===== src/rtl/snn_pkg.sv =====
// Shared constants and types for the SNN partial-sum datapath.
package snn_pkg;

    localparam int PSUM_W      = 14;
    localparam int VMEM_W      = 18;
    localparam int OUT_DIM     = 21;
    localparam int FILTER_SIZE = 5;
    localparam int PPE_BASE    = 5;
    localparam int IMEM_ID     = 10;

    typedef enum logic [1:0] {
        OP_PSUM  = 2'd0,
        OP_SPIKE = 2'd1,
        OP_CTRL  = 2'd2
    } opcode_e;

    typedef logic signed [PSUM_W-1:0] psum_t;
    typedef logic signed [VMEM_W-1:0] vmem_t;
    typedef logic [8:0]               pix_idx_t;

    // Clamp a one-bit-wider sum back into the membrane range.
    function automatic vmem_t sat_vmem(input logic signed [VMEM_W:0] x);
        if (x[VMEM_W] != x[VMEM_W-1])
            sat_vmem = x[VMEM_W] ? {1'b1, {(VMEM_W-1){1'b0}}} : {1'b0, {(VMEM_W-1){1'b1}}};
        else
            sat_vmem = x[VMEM_W-1:0];
    endfunction

endpackage


===== src/rtl/psum_fifo.sv =====
// Small circular FIFO holding one source PPE's partial sums in arrival order.
module psum_fifo #(
    parameter int WIDTH = 14,
    parameter int DEPTH = 4
) (
    input  logic             clk,
    input  logic             rst_n,
    input  logic             push,
    input  logic [WIDTH-1:0] din,
    input  logic             pop,
    output logic [WIDTH-1:0] dout,
    output logic             full,
    output logic             empty
);
    localparam int AW = $clog2(DEPTH);

    logic [WIDTH-1:0] mem [DEPTH];
    logic [AW-1:0]    wr_ptr_q, wr_ptr_d, rd_ptr_q, rd_ptr_d;
    logic [AW:0]      cnt_q, cnt_d;

    always_comb begin
        wr_ptr_d = wr_ptr_q;
        rd_ptr_d = rd_ptr_q;
        if (push) wr_ptr_d = wr_ptr_q + 1'b1;
        if (pop)  rd_ptr_d = rd_ptr_q + 1'b1;
        cnt_d = cnt_q + (AW+1)'(push) - (AW+1)'(pop);
    end

    always_ff @(posedge clk or negedge rst_n) begin
        if (!rst_n) begin
            wr_ptr_q <= '0;
            rd_ptr_q <= '0;
            cnt_q    <= '0;
        end else begin
            wr_ptr_q <= wr_ptr_d;
            rd_ptr_q <= rd_ptr_d;
            cnt_q    <= cnt_d;
        end
    end

    always_ff @(posedge clk) begin
        if (push) mem[wr_ptr_q] <= din;
    end

    assign dout  = mem[rd_ptr_q];
    assign full  = (cnt_q == (AW+1)'(DEPTH));
    assign empty = (cnt_q == '0);

endmodule


===== src/rtl/spe_psum_accumulator.sv =====
// Aligns the per-row partial sums of one output pixel, integrates them into the
// stored membrane potential and emits a thresholded spike per owned pixel.
module spe_psum_accumulator #(
    parameter int SPE_ID      = 0,
    parameter int FILTER_SIZE = snn_pkg::FILTER_SIZE,
    parameter int OUT_DIM     = snn_pkg::OUT_DIM,
    parameter int PPE_BASE    = snn_pkg::PPE_BASE,
    parameter int PSUM_W      = snn_pkg::PSUM_W,
    parameter int VMEM_W      = snn_pkg::VMEM_W,
    parameter logic signed [VMEM_W-1:0] THRESH = 64,
    parameter int FIFO_DEPTH  = 4
) (
    input  logic              clk,
    input  logic              rst_n,
    input  logic              in_valid,
    output logic              in_ready,
    input  logic [3:0]        in_src,
    input  logic [PSUM_W-1:0] in_psum,
    input  logic              ts_done,
    input  logic              img_start,
    output logic              out_valid,
    input  logic              out_ready,
    output logic              out_spike,
    output logic [8:0]        out_pix,
    output logic [VMEM_W-1:0] out_vmem,
    output logic              ts_complete,
    output logic              err_drop
);
    import snn_pkg::*;

    localparam int NCOL  = (OUT_DIM - 1 - SPE_ID) / FILTER_SIZE + 1;
    localparam int NPIX  = OUT_DIM * NCOL;
    localparam int IDX_W = $clog2(NPIX + 1);
    localparam int RC_W  = $clog2(OUT_DIM + FILTER_SIZE);
    localparam int SUM_W = PSUM_W + $clog2(FILTER_SIZE);

    logic [FILTER_SIZE-1:0]             src_hit, fifo_push, fifo_full, fifo_empty;
    logic [FILTER_SIZE-1:0][PSUM_W-1:0] fifo_head;
    logic                               src_legal;

    logic [VMEM_W-1:0] vmem_mem [NPIX];

    logic              a_vld_q, a_vld_d, a_last_q, a_last_d;
    logic [SUM_W-1:0]  a_sum_q, a_sum_d;
    logic [VMEM_W-1:0] a_vmem_q, a_vmem_d;
    logic [IDX_W-1:0]  a_idx_q, a_idx_d;
    pix_idx_t          a_pix_q, a_pix_d;

    logic              out_valid_q, out_valid_d, out_spike_q, out_spike_d, out_last_q, out_last_d;
    pix_idx_t          out_pix_q, out_pix_d;
    logic [VMEM_W-1:0] out_vmem_q, out_vmem_d;

    logic [RC_W-1:0]   row_q, row_d, col_q, col_d;
    logic [IDX_W-1:0]  idx_q, idx_d, clr_idx_q, clr_idx_d;
    logic              ts_complete_q, ts_complete_d, err_drop_q, err_drop_d;
    logic              pend_q, pend_d, pend_img_q, pend_img_d, clr_act_q, clr_act_d;

    logic              pend_any, img_any, apply, b_free, a_adv, a_fire, spike;
    logic [VMEM_W:0]   v_full;
    logic [VMEM_W-1:0] v_sat, v_new;

    always_comb begin
        src_hit = '0;
        for (int i = 0; i < FILTER_SIZE; i++) src_hit[i] = (int'(in_src) == PPE_BASE + i);
        src_legal = |src_hit;
        in_ready  = ~|(src_hit & fifo_full);
        fifo_push = src_hit & {FILTER_SIZE{in_valid && in_ready}};
    end

    for (genvar g = 0; g < FILTER_SIZE; g++) begin : g_fifo
        psum_fifo #(.WIDTH(PSUM_W), .DEPTH(FIFO_DEPTH)) u_fifo (
            .clk   (clk),
            .rst_n (rst_n),
            .push  (fifo_push[g]),
            .din   (in_psum),
            .pop   (a_fire),
            .dout  (fifo_head[g]),
            .full  (fifo_full[g]),
            .empty (fifo_empty[g])
        );
    end

    // Frame control waits for an empty pipeline so an in-flight pixel finishes
    // against the old counters; stage A stays stalled until the clear lands.
    always_comb begin
        pend_any = pend_q || ts_done || img_start;
        img_any  = pend_img_q || img_start;
        apply    = pend_any && !a_vld_q && !out_valid_q;
        b_free   = !out_valid_q || out_ready;
        a_adv    = a_vld_q && b_free;
        a_fire   = (fifo_empty == '0) && (!a_vld_q || b_free) && !pend_any && !clr_act_q
                   && (idx_q != IDX_W'(NPIX));
    end

    always_comb begin
        a_sum_d = '0;
        for (int i = 0; i < FILTER_SIZE; i++)
            a_sum_d = a_sum_d + {{(SUM_W-PSUM_W){fifo_head[i][PSUM_W-1]}}, fifo_head[i]};
        a_vmem_d = vmem_mem[idx_q];
        a_idx_d  = idx_q;
        a_pix_d  = pix_idx_t'(int'(row_q) * OUT_DIM + int'(col_q));
        a_last_d = (idx_q == IDX_W'(NPIX - 1));
        a_vld_d  = a_fire || (a_vld_q && !a_adv);
    end

    always_comb begin
        v_full = {a_vmem_q[VMEM_W-1], a_vmem_q} + {{(VMEM_W+1-SUM_W){a_sum_q[SUM_W-1]}}, a_sum_q};
        if (v_full[VMEM_W] != v_full[VMEM_W-1])
            v_sat = v_full[VMEM_W] ? {1'b1, {(VMEM_W-1){1'b0}}} : {1'b0, {(VMEM_W-1){1'b1}}};
        else
            v_sat = v_full[VMEM_W-1:0];
        spike = ($signed(v_sat) >= THRESH);
        v_new = spike ? '0 : v_sat;
    end

    always_comb begin
        out_valid_d = out_valid_q;
        out_spike_d = out_spike_q;
        out_pix_d   = out_pix_q;
        out_vmem_d  = out_vmem_q;
        out_last_d  = out_last_q;
        if (a_adv) begin
            out_valid_d = 1'b1;
            out_spike_d = spike;
            out_pix_d   = a_pix_q;
            out_vmem_d  = v_new;
            out_last_d  = a_last_q;
        end else if (out_ready) begin
            out_valid_d = 1'b0;
        end
    end

    always_comb begin
        row_d         = row_q;
        col_d         = col_q;
        idx_d         = idx_q;
        ts_complete_d = ts_complete_q;
        clr_act_d     = clr_act_q;
        clr_idx_d     = clr_idx_q;
        if (apply) begin
            row_d         = '0;
            col_d         = RC_W'(SPE_ID);
            idx_d         = '0;
            ts_complete_d = 1'b0;
        end else begin
            if (a_fire) begin
                idx_d = idx_q + 1'b1;
                if (int'(col_q) + FILTER_SIZE > OUT_DIM - 1) begin
                    col_d = RC_W'(SPE_ID);
                    row_d = row_q + 1'b1;
                end else begin
                    col_d = col_q + RC_W'(FILTER_SIZE);
                end
            end
            if (out_valid_q && out_ready && out_last_q) ts_complete_d = 1'b1;
        end
        if (apply && img_any) begin
            clr_act_d = 1'b1;
            clr_idx_d = '0;
        end else if (clr_act_q) begin
            clr_idx_d = clr_idx_q + 1'b1;
            if (clr_idx_q == IDX_W'(NPIX - 1)) clr_act_d = 1'b0;
        end
        pend_d     = pend_any && !apply;
        pend_img_d = img_any && !apply;
        err_drop_d = in_valid && !src_legal;
    end

    always_ff @(posedge clk or negedge rst_n) begin
        if (!rst_n) begin
            a_vld_q       <= 1'b0;
            a_last_q      <= 1'b0;
            a_sum_q       <= '0;
            a_vmem_q      <= '0;
            a_idx_q       <= '0;
            a_pix_q       <= '0;
            out_valid_q   <= 1'b0;
            out_spike_q   <= 1'b0;
            out_pix_q     <= '0;
            out_vmem_q    <= '0;
            out_last_q    <= 1'b0;
            row_q         <= '0;
            col_q         <= RC_W'(SPE_ID);
            idx_q         <= '0;
            ts_complete_q <= 1'b0;
            err_drop_q    <= 1'b0;
            pend_q        <= 1'b0;
            pend_img_q    <= 1'b0;
            clr_act_q     <= 1'b0;
            clr_idx_q     <= '0;
        end else begin
            a_vld_q <= a_vld_d;
            if (a_fire) begin
                a_sum_q  <= a_sum_d;
                a_vmem_q <= a_vmem_d;
                a_idx_q  <= a_idx_d;
                a_pix_q  <= a_pix_d;
                a_last_q <= a_last_d;
            end
            out_valid_q   <= out_valid_d;
            out_spike_q   <= out_spike_d;
            out_pix_q     <= out_pix_d;
            out_vmem_q    <= out_vmem_d;
            out_last_q    <= out_last_d;
            row_q         <= row_d;
            col_q         <= col_d;
            idx_q         <= idx_d;
            ts_complete_q <= ts_complete_d;
            err_drop_q    <= err_drop_d;
            pend_q        <= pend_d;
            pend_img_q    <= pend_img_d;
            clr_act_q     <= clr_act_d;
            clr_idx_q     <= clr_idx_d;
        end
    end

    // Membrane storage survives reset; only the img_start sweep zeroes it.
    always_ff @(posedge clk) begin
        if (clr_act_q)  vmem_mem[clr_idx_q] <= '0;
        else if (a_adv) vmem_mem[a_idx_q]   <= v_new;
    end

    assign out_valid   = out_valid_q;
    assign out_spike   = out_spike_q;
    assign out_pix     = out_pix_q;
    assign out_vmem    = out_vmem_q;
    assign ts_complete = ts_complete_q;
    assign err_drop    = err_drop_q;

endmodule


===== config.mk =====
export PLATFORM = sky130hd
export DESIGN_NAME = spe_psum_accumulator
export DESIGN_NICKNAME = d
export VERILOG_FILES = /design/src/rtl/snn_pkg.sv /design/src/rtl/psum_fifo.sv /design/src/rtl/spe_psum_accumulator.sv
export SDC_FILE = /design/constraint.sdc
export NUM_CORES = 2
export LEC_CHECK = 0
export CAP_MARGIN = 20
export CORE_MARGIN = 5
export CORE_UTILIZATION = 45
export DETAILED_ROUTE_END_ITERATION = 10
export GPL_ROUTABILITY_DRIVEN = 0
export MAX_ROUTING_LAYER = met4
export PLACE_DENSITY_LB_ADDON = 0.3
export SLEW_MARGIN = 30
export SYNTH_ARGS = -nofsm -noshare
export SYNTH_HDL_FRONTEND = slang
export SYNTH_SLANG_ARGS = --single-unit

===== constraint.sdc =====
create_clock -name clk -period 9.67 [get_ports clk]
set_clock_uncertainty 0.05 [all_clocks]
set_input_delay 1.934 -clock clk [delete_from_list [all_inputs] [get_ports clk]]
set_output_delay 1.934 -clock clk [all_outputs]
set_load 0.005 [all_outputs]

Yosys cells after proc, flatten, opt, wreduce, memory -nomap -nowiden
Memories as Yosys holds them, arrays and structs flattened. A register that Yosys moved wholly into a read port is not among the register bits. Cells that the tools add are included.

Register bits after elaboration: 129. RAM bits: 2170. Bits of input ports: 24. Output and inout port bits: 32. Logic and storage cells: 173. Memories: 6.

Memories: vmem_mem (depth 105, bits a word 18, read ports 1, clocked after memory_dff 1, write ports 1, RTL line spe_psum_accumulator.sv:41) `logic [VMEM_W-1:0] vmem_mem [NPIX];`; g_fifo[0].u_fifo.mem (depth 4, bits a word 14, read ports 1, clocked after memory_dff 0, write ports 1, RTL line psum_fifo.sv:17) `logic [WIDTH-1:0] mem [DEPTH];`; g_fifo[1].u_fifo.mem (depth 4, bits a word 14, read ports 1, clocked after memory_dff 0, write ports 1, RTL line psum_fifo.sv:17); g_fifo[2].u_fifo.mem (depth 4, bits a word 14, read ports 1, clocked after memory_dff 0, write ports 1, RTL line psum_fifo.sv:17); g_fifo[3].u_fifo.mem (depth 4, bits a word 14, read ports 1, clocked after memory_dff 0, write ports 1, RTL line psum_fifo.sv:17); g_fifo[4].u_fifo.mem (depth 4, bits a word 14, read ports 1, clocked after memory_dff 0, write ports 1, RTL line psum_fifo.sv:17).

Add/sub/neg operators: 31. Multiply operators: 1. Order comparisons: 2. Eq/ne operators: 14. Muxes and demuxes: 38. Bitwise gates (word level): 2. Reductions and logical operators: 45.

Operators with widths (number): 18-bit 2-to-1 mux (4); 7-bit 2-to-1 mux (5); 5-bit 2-to-1 mux (6); 1-bit 2-to-1 mux (23); 2-bit by 1-bit adder with 2-bit output (second input constant) (10); 4-bit equality test (second input constant) (5); 18-bit by 17-bit adder with 19-bit output (1); 18-bit by 8-bit >= comparator with 1-bit output (second input constant) (1); 18-bit OR reduction (1); 16-bit by 14-bit adder with 17-bit output (1); 17-bit adder (1); 15-bit by 14-bit adder with 16-bit output (1); 14-bit by 14-bit adder with 15-bit output (1); 3-bit by 1-bit adder with 3-bit output (5); 3-bit equality test (second input constant) (5); 1-bit logical AND (15); 3-bit zero test (5); 3-bit by 1-bit subtractor with 3-bit output (5); 7-bit by 1-bit adder with 7-bit output (second input constant) (2); 7-bit equality test (second input constant) (2); 5-bit AND (2); 2-bit nonzero test (5); 5-bit OR reduction (2); 9-bit by 5-bit adder with 9-bit output (1); other kinds (11) (24).

Logic depth before layout (Yosys ltp)
Word-level depth: 9. Depth in mapped cells: 19. Depth with buffers taken out: 17.

Modules after synthesis
From an unflattened synthesis, not the netlist that was laid out.

Cells, all modules: 4334. Area, all modules: 92625.1 um2.

Modules (own cells, without submodules): spe_psum_accumulator (times used 1, cells each 3799, area an instance 80419.6 um2, sequential area each 59557.1 um2); psum_fifo (times used 5, cells each 107, area an instance 2441.1 um2, sequential area each 1856.8 um2).

Worst setup path before layout
No wires, ideal clock.

Path type: register to register. Start point: register a_sum_q[0]. End point: memory vmem_mem[0][11] (data pin). Library setup time: 0.984 ns. Data arrival time: 7.528 ns. Required time: 8.636 ns. Path slack: 1.108 ns. Stages on the path, launching flop included: 17. Buffers on the path: 2. Period minus slack after synthesis: 8.562 ns. Path through: dfrtp_1 -> ha_1 -> fa_1 -> a211oi_1 -> o21bai_1 -> o211ai_1 -> a211o_1 -> nand3_1 -> o21ai_0 -> ha_1 -> clkbuf_1 -> clkinv_1 -> o2111a_1 -> nor4_1 -> a31oi_1 -> buf_2 -> nor3_1.

Longest elaborated chain between the ends: 6. Elaborated cells on any way between the ends: 7. Classes of those cells: 1 x add/sub; 1 x order compare; 1 x eq/ne; 4 x mux.

RTL lines: start: declaration (RTL line spe_psum_accumulator.sv:44) `logic [SUM_W-1:0] a_sum_q, a_sum_d;`; start signal: assignment (RTL line spe_psum_accumulator.sv:194) `a_sum_q <= a_sum_d;`; 18-bit by 17-bit adder with 19-bit output (*) (RTL line spe_psum_accumulator.sv:107) `v_full = {a_vmem_q[VMEM_W-1], a_vmem_q} + {{(VMEM_W+1-SUM_W){a_sum_q[SUM_W-1]}}, a_sum_q};`; 18-bit 2-to-1 mux / 1-bit != test (equally long branches) (RTL line spe_psum_accumulator.sv:109, spe_psum_accumulator.sv:108); 18-bit 2-to-1 mux (*) (RTL line spe_psum_accumulator.sv:108) `if (v_full[VMEM_W] != v_full[VMEM_W-1])`; 18-bit by 8-bit >= comparator with 1-bit output (RTL line spe_psum_accumulator.sv:112) `spike = ($signed(v_sat) >= THRESH);`; 18-bit 2-to-1 mux (*) (RTL line spe_psum_accumulator.sv:113) `v_new = spike ? '0 : v_sat;`; 18-bit 2-to-1 mux (no line) (*); end: declaration (RTL line spe_psum_accumulator.sv:41).

Every way passes the cells marked *; elsewhere a longest branch is shown, timed or not.

Worst setup path after layout
Start point: register a_sum_q[1]. End point: memory vmem_mem[1][5] (data pin).

Same word-level chain as after synthesis.

==> impl_metrics.yaml <==
setup_path:
  ff2ff_setup_slack_ns: 3.37
  cp_data_arrival_time_ns: 6.78
  crit_end: "vmem_mem[1][5]$_DFFE_PP_"
  critPathMaxFanout: 64
  reg2reg_from: "a_sum_q[1]$_DFFE_PN0P_"
  endpoint_kind: "flop"
  startpoint_type: "flop"
  reg2reg_depth: 18
  crit_required_ns: 10.16
  worstSetupPathType: "flop to flop"
  r2r-end: "vmem_mem[1][5]$_DFFE_PP_"
  crit_start: "a_sum_q[1]$_DFFE_PN0P_"
global_route:
  use_met1_pct: 30.6
  grt-ovfl-total: 0
  grt_pass1_vias: 43700
  top_usage_layer: "met2"
  grt_pass1_wl_um: 317000
  grt_max_degree: 131
  grtUsageMet2_pct: 30.8
  track_usage_pct: 20.8
  antenna_found_initial: 7
  grt_use_met3_pct: 3.97
drt:
  firstDrtPassIters: 6
  ant_nets: 0
  route.vias.total: 44100
  viasPerCell: 5.91
  wire_per_inst_um: 29.1
  drt_wl_total_um: 217000
  drc: 0
  drt_iter0_markers: 5293
flow_run:
  drv_cap: 0
power_and_ir_drop:
  total_power_mw: 20.4
  p_per_area_mw_per_mm2: 195
  vdd_drop_max_mv: 0.205
  power_leakage_nw: 33.8
floorplanning:
  die_height_um: 464
  die_w_um: 464
  initial_utilization_pct: 45.3
  num_rows: 166
  core_mm2: 0.205
  io_pins: 56
  die_area_mm2: 0.215
synthesis:
  async_flop_share_pct: 6.34
  synth_ff_type: "edfxtp_1"
  yosys_warnings: 0
  synth.avg_cell_area_um2: 21.0
  netlist_area_mm2: 0.0926
  synth_seq_cells: 2317
  synth-seq-area-share_pct: 74.4
  synth_cells: 4403
  synth.distinct_cells: 59
  synth-edff-count: 2170
  syn_nets: 4580
clock_tree:
  hold_buffers: 0
  cts_resized: 0
  cts_buffer_depth: 3
  cts_setup_buffers: 0
  clk_pin_slew_ns: 0.06
  cts_tree: "done"
  clock_sinks: 2317
  cts_max_level: 4
  clk_latency_ns: 0.85
  cts-root-buf: "clkbuf_16"
  cts_made_buffers: 222
timing:
  tightest_slew_ns: 1.07
  setup_tns_ns: 0
  fmax_ghz: 0.159
  setup_viol: 0
  post-route-period-util_pct: 65.1
  slew_headroom_pct: 28.6
  drv_slew: 0
  rsz0062_at_grt: "false"
  holdWs_ns: 0.406
  fin_crit_ns: 6.30
  hold_violations: 0
final_layout:
  syn2layout_area_growth_pct: 12.9
  layout_common_cells: "edfxtp_1 (2170), mux4_2 (664), clkbuf_16 (224), nand2_1 (219), inv_1 (143)"
  fin_nets: 4761
  fin_util_pct: 51.1
  final_common_cell: "edfxtp_1"
  nFillCells: 15800
  drive_gt1_share_pct: 25.7
placed_design:
  dp_hpwl_um: 134000
  portBuffers: 55
worst_hold_path:
  hold_class: "flop to flop"
outcome:
  status: "finished, final reports clean"
[final cells by class]
type	count	area [um2]	share of cell area (%)
sequential	2317	68900	65.9
multi-input combinational	1732	23000	22.0
clock buffer	280	5860	5.60
tap	2688	3360	3.22
timing repair buffer	167	1480	1.42
clock inverter	132	1380	1.32
inverter	144	541	0.517
antenna	3	7.51	0.00718
[worst min-delay path by stage]
stage	slack (ns)	cells past startpoint	from	end
after floorplan	0.39	2	a_last_q$_DFFE_PN0P_	a_last_q$_DFFE_PN0P_
after global placement	0.40	2	a_pix_q[4]$_DFFE_PN0P_	out_pix[4]$_DFFE_PN0P_
after detailed placement	0.40	2	a_pix_q[3]$_DFFE_PN0P_	out_pix[3]$_DFFE_PN0P_
after CTS	0.42	2	a_pix_q[2]$_DFFE_PN0P_	out_pix[2]$_DFFE_PN0P_
after global routing	0.44	1	g_fifo[3].u_fifo.rd_ptr_q[0]$_DFFE_PN0P_	g_fifo[3].u_fifo.rd_ptr_q[0]$_DFFE_PN0P_
final	0.41	2	a_pix_q[1]$_DFFE_PN0P_	out_pix[1]$_DFFE_PN0P_
[cells by family (layout without fill, tap and decap cells)]
logic type,Yosys count,after routing,share of synthesized area [%]
XOR/XNOR,66,66,0.624
buffers and inverters,354,723,1.55
AND/OR/NAND/NOR,543,543,2.55
adder cells (fa/ha/maj),153,153,2.51
flip-flops,2317,2317,74.4
AO/OA/AOI/OAI,240,240,1.54
other,0,3,0
multiplexers,730,730,16.9
[registers in the layout (all words and copies together), names as in the netlist, 10 cells and up]
name and flops:
vmem_mem 1890, a_vmem_q 18, g_fifo.u_fifo.mem 280, a_sum_q 17, g_fifo.u_fifo.rd_ptr_q 10, out_vmem 18, g_fifo.u_fifo.cnt_q 15, g_fifo.u_fifo.wr_ptr_q 10
[per-stage QoR]
step	instances	instance area, um2	setup WS (ns)
2_1_floorplan	4403	92600	1.11
3_3_place_gp	7047	96900	2.93
3_5_place_dp	7047	97000	3.01
4_1_cts	7459	104000	3.44
5_1_grt	7462	105000	2.85
6_report	7463	105000	3.37
[worst max-delay path, cell delays in order (launching register included)]
cell       delay (ns)
dfrtp_1          0.41
ha_1             0.32
a21oi_1          0.20
o22ai_1          0.16
o2111ai_1        0.30
a31oi_1          0.20
o21a_1           0.21
o21ai_0          0.14
nand2b_1         0.11
xor2_1           0.15
ha_1             0.68
clkinv_1         0.42
o2111a_1         0.25
nor4_1           0.37
a31oi_2          0.24
buf_4            0.28
nor3_2           0.17
buf_4            0.46
buf_4            0.72
[cells in the mapped netlist, drive strengths merged (9+ instances only)]
| cell | number | area (um2) |
|---|---|---|
| edfxtp | 2170 | 65200 |
| mux4 | 664 | 15000 |
| nand2 | 228 | 856 |
| nor2 | 168 | 631 |
| dfrtp | 147 | 3680 |
| inv | 143 | 537 |
| o21ai | 126 | 631 |
| clkbuf | 116 | 435 |
| ha | 99 | 1240 |
| buf | 94 | 460 |
| mux2i | 58 | 581 |
| fa | 54 | 1080 |
| xnor2 | 46 | 403 |
| a21oi | 38 | 190 |
| nor3 | 36 | 180 |
| and2 | 23 | 144 |
| nand3 | 23 | 115 |
| xor2 | 20 | 175 |
| nand2b | 14 | 87.6 |
| a31oi | 10 | 62.6 |
| a21o | 9 | 67.6 |
| nor2b | 9 | 56.3 |
| o31ai | 9 | 67.6 |
[metal layers]
metal / wire length, um / vias up / part of all wire [%]
met5: 0 / - / 0
met3: 18100 / 275 / 8.3
met2: 102000 / 1853 / 47
met1: 93000 / 23700 / 43
li1: - / 18300 / -
met4: 4290 / 0 / 2.0
[report_power, final]
group	total [mW]	switching (mW)	leakage [nW]	internal, mW
clock network	8.63	3.74	3.52	4.89
registers	11.1	0.0811	22.6	11.0
logic	0.687	0.449	7.66	0.238
total	20.4	4.27	33.8	16.1
Note: power is estimated with default switching activity, not from simulation.
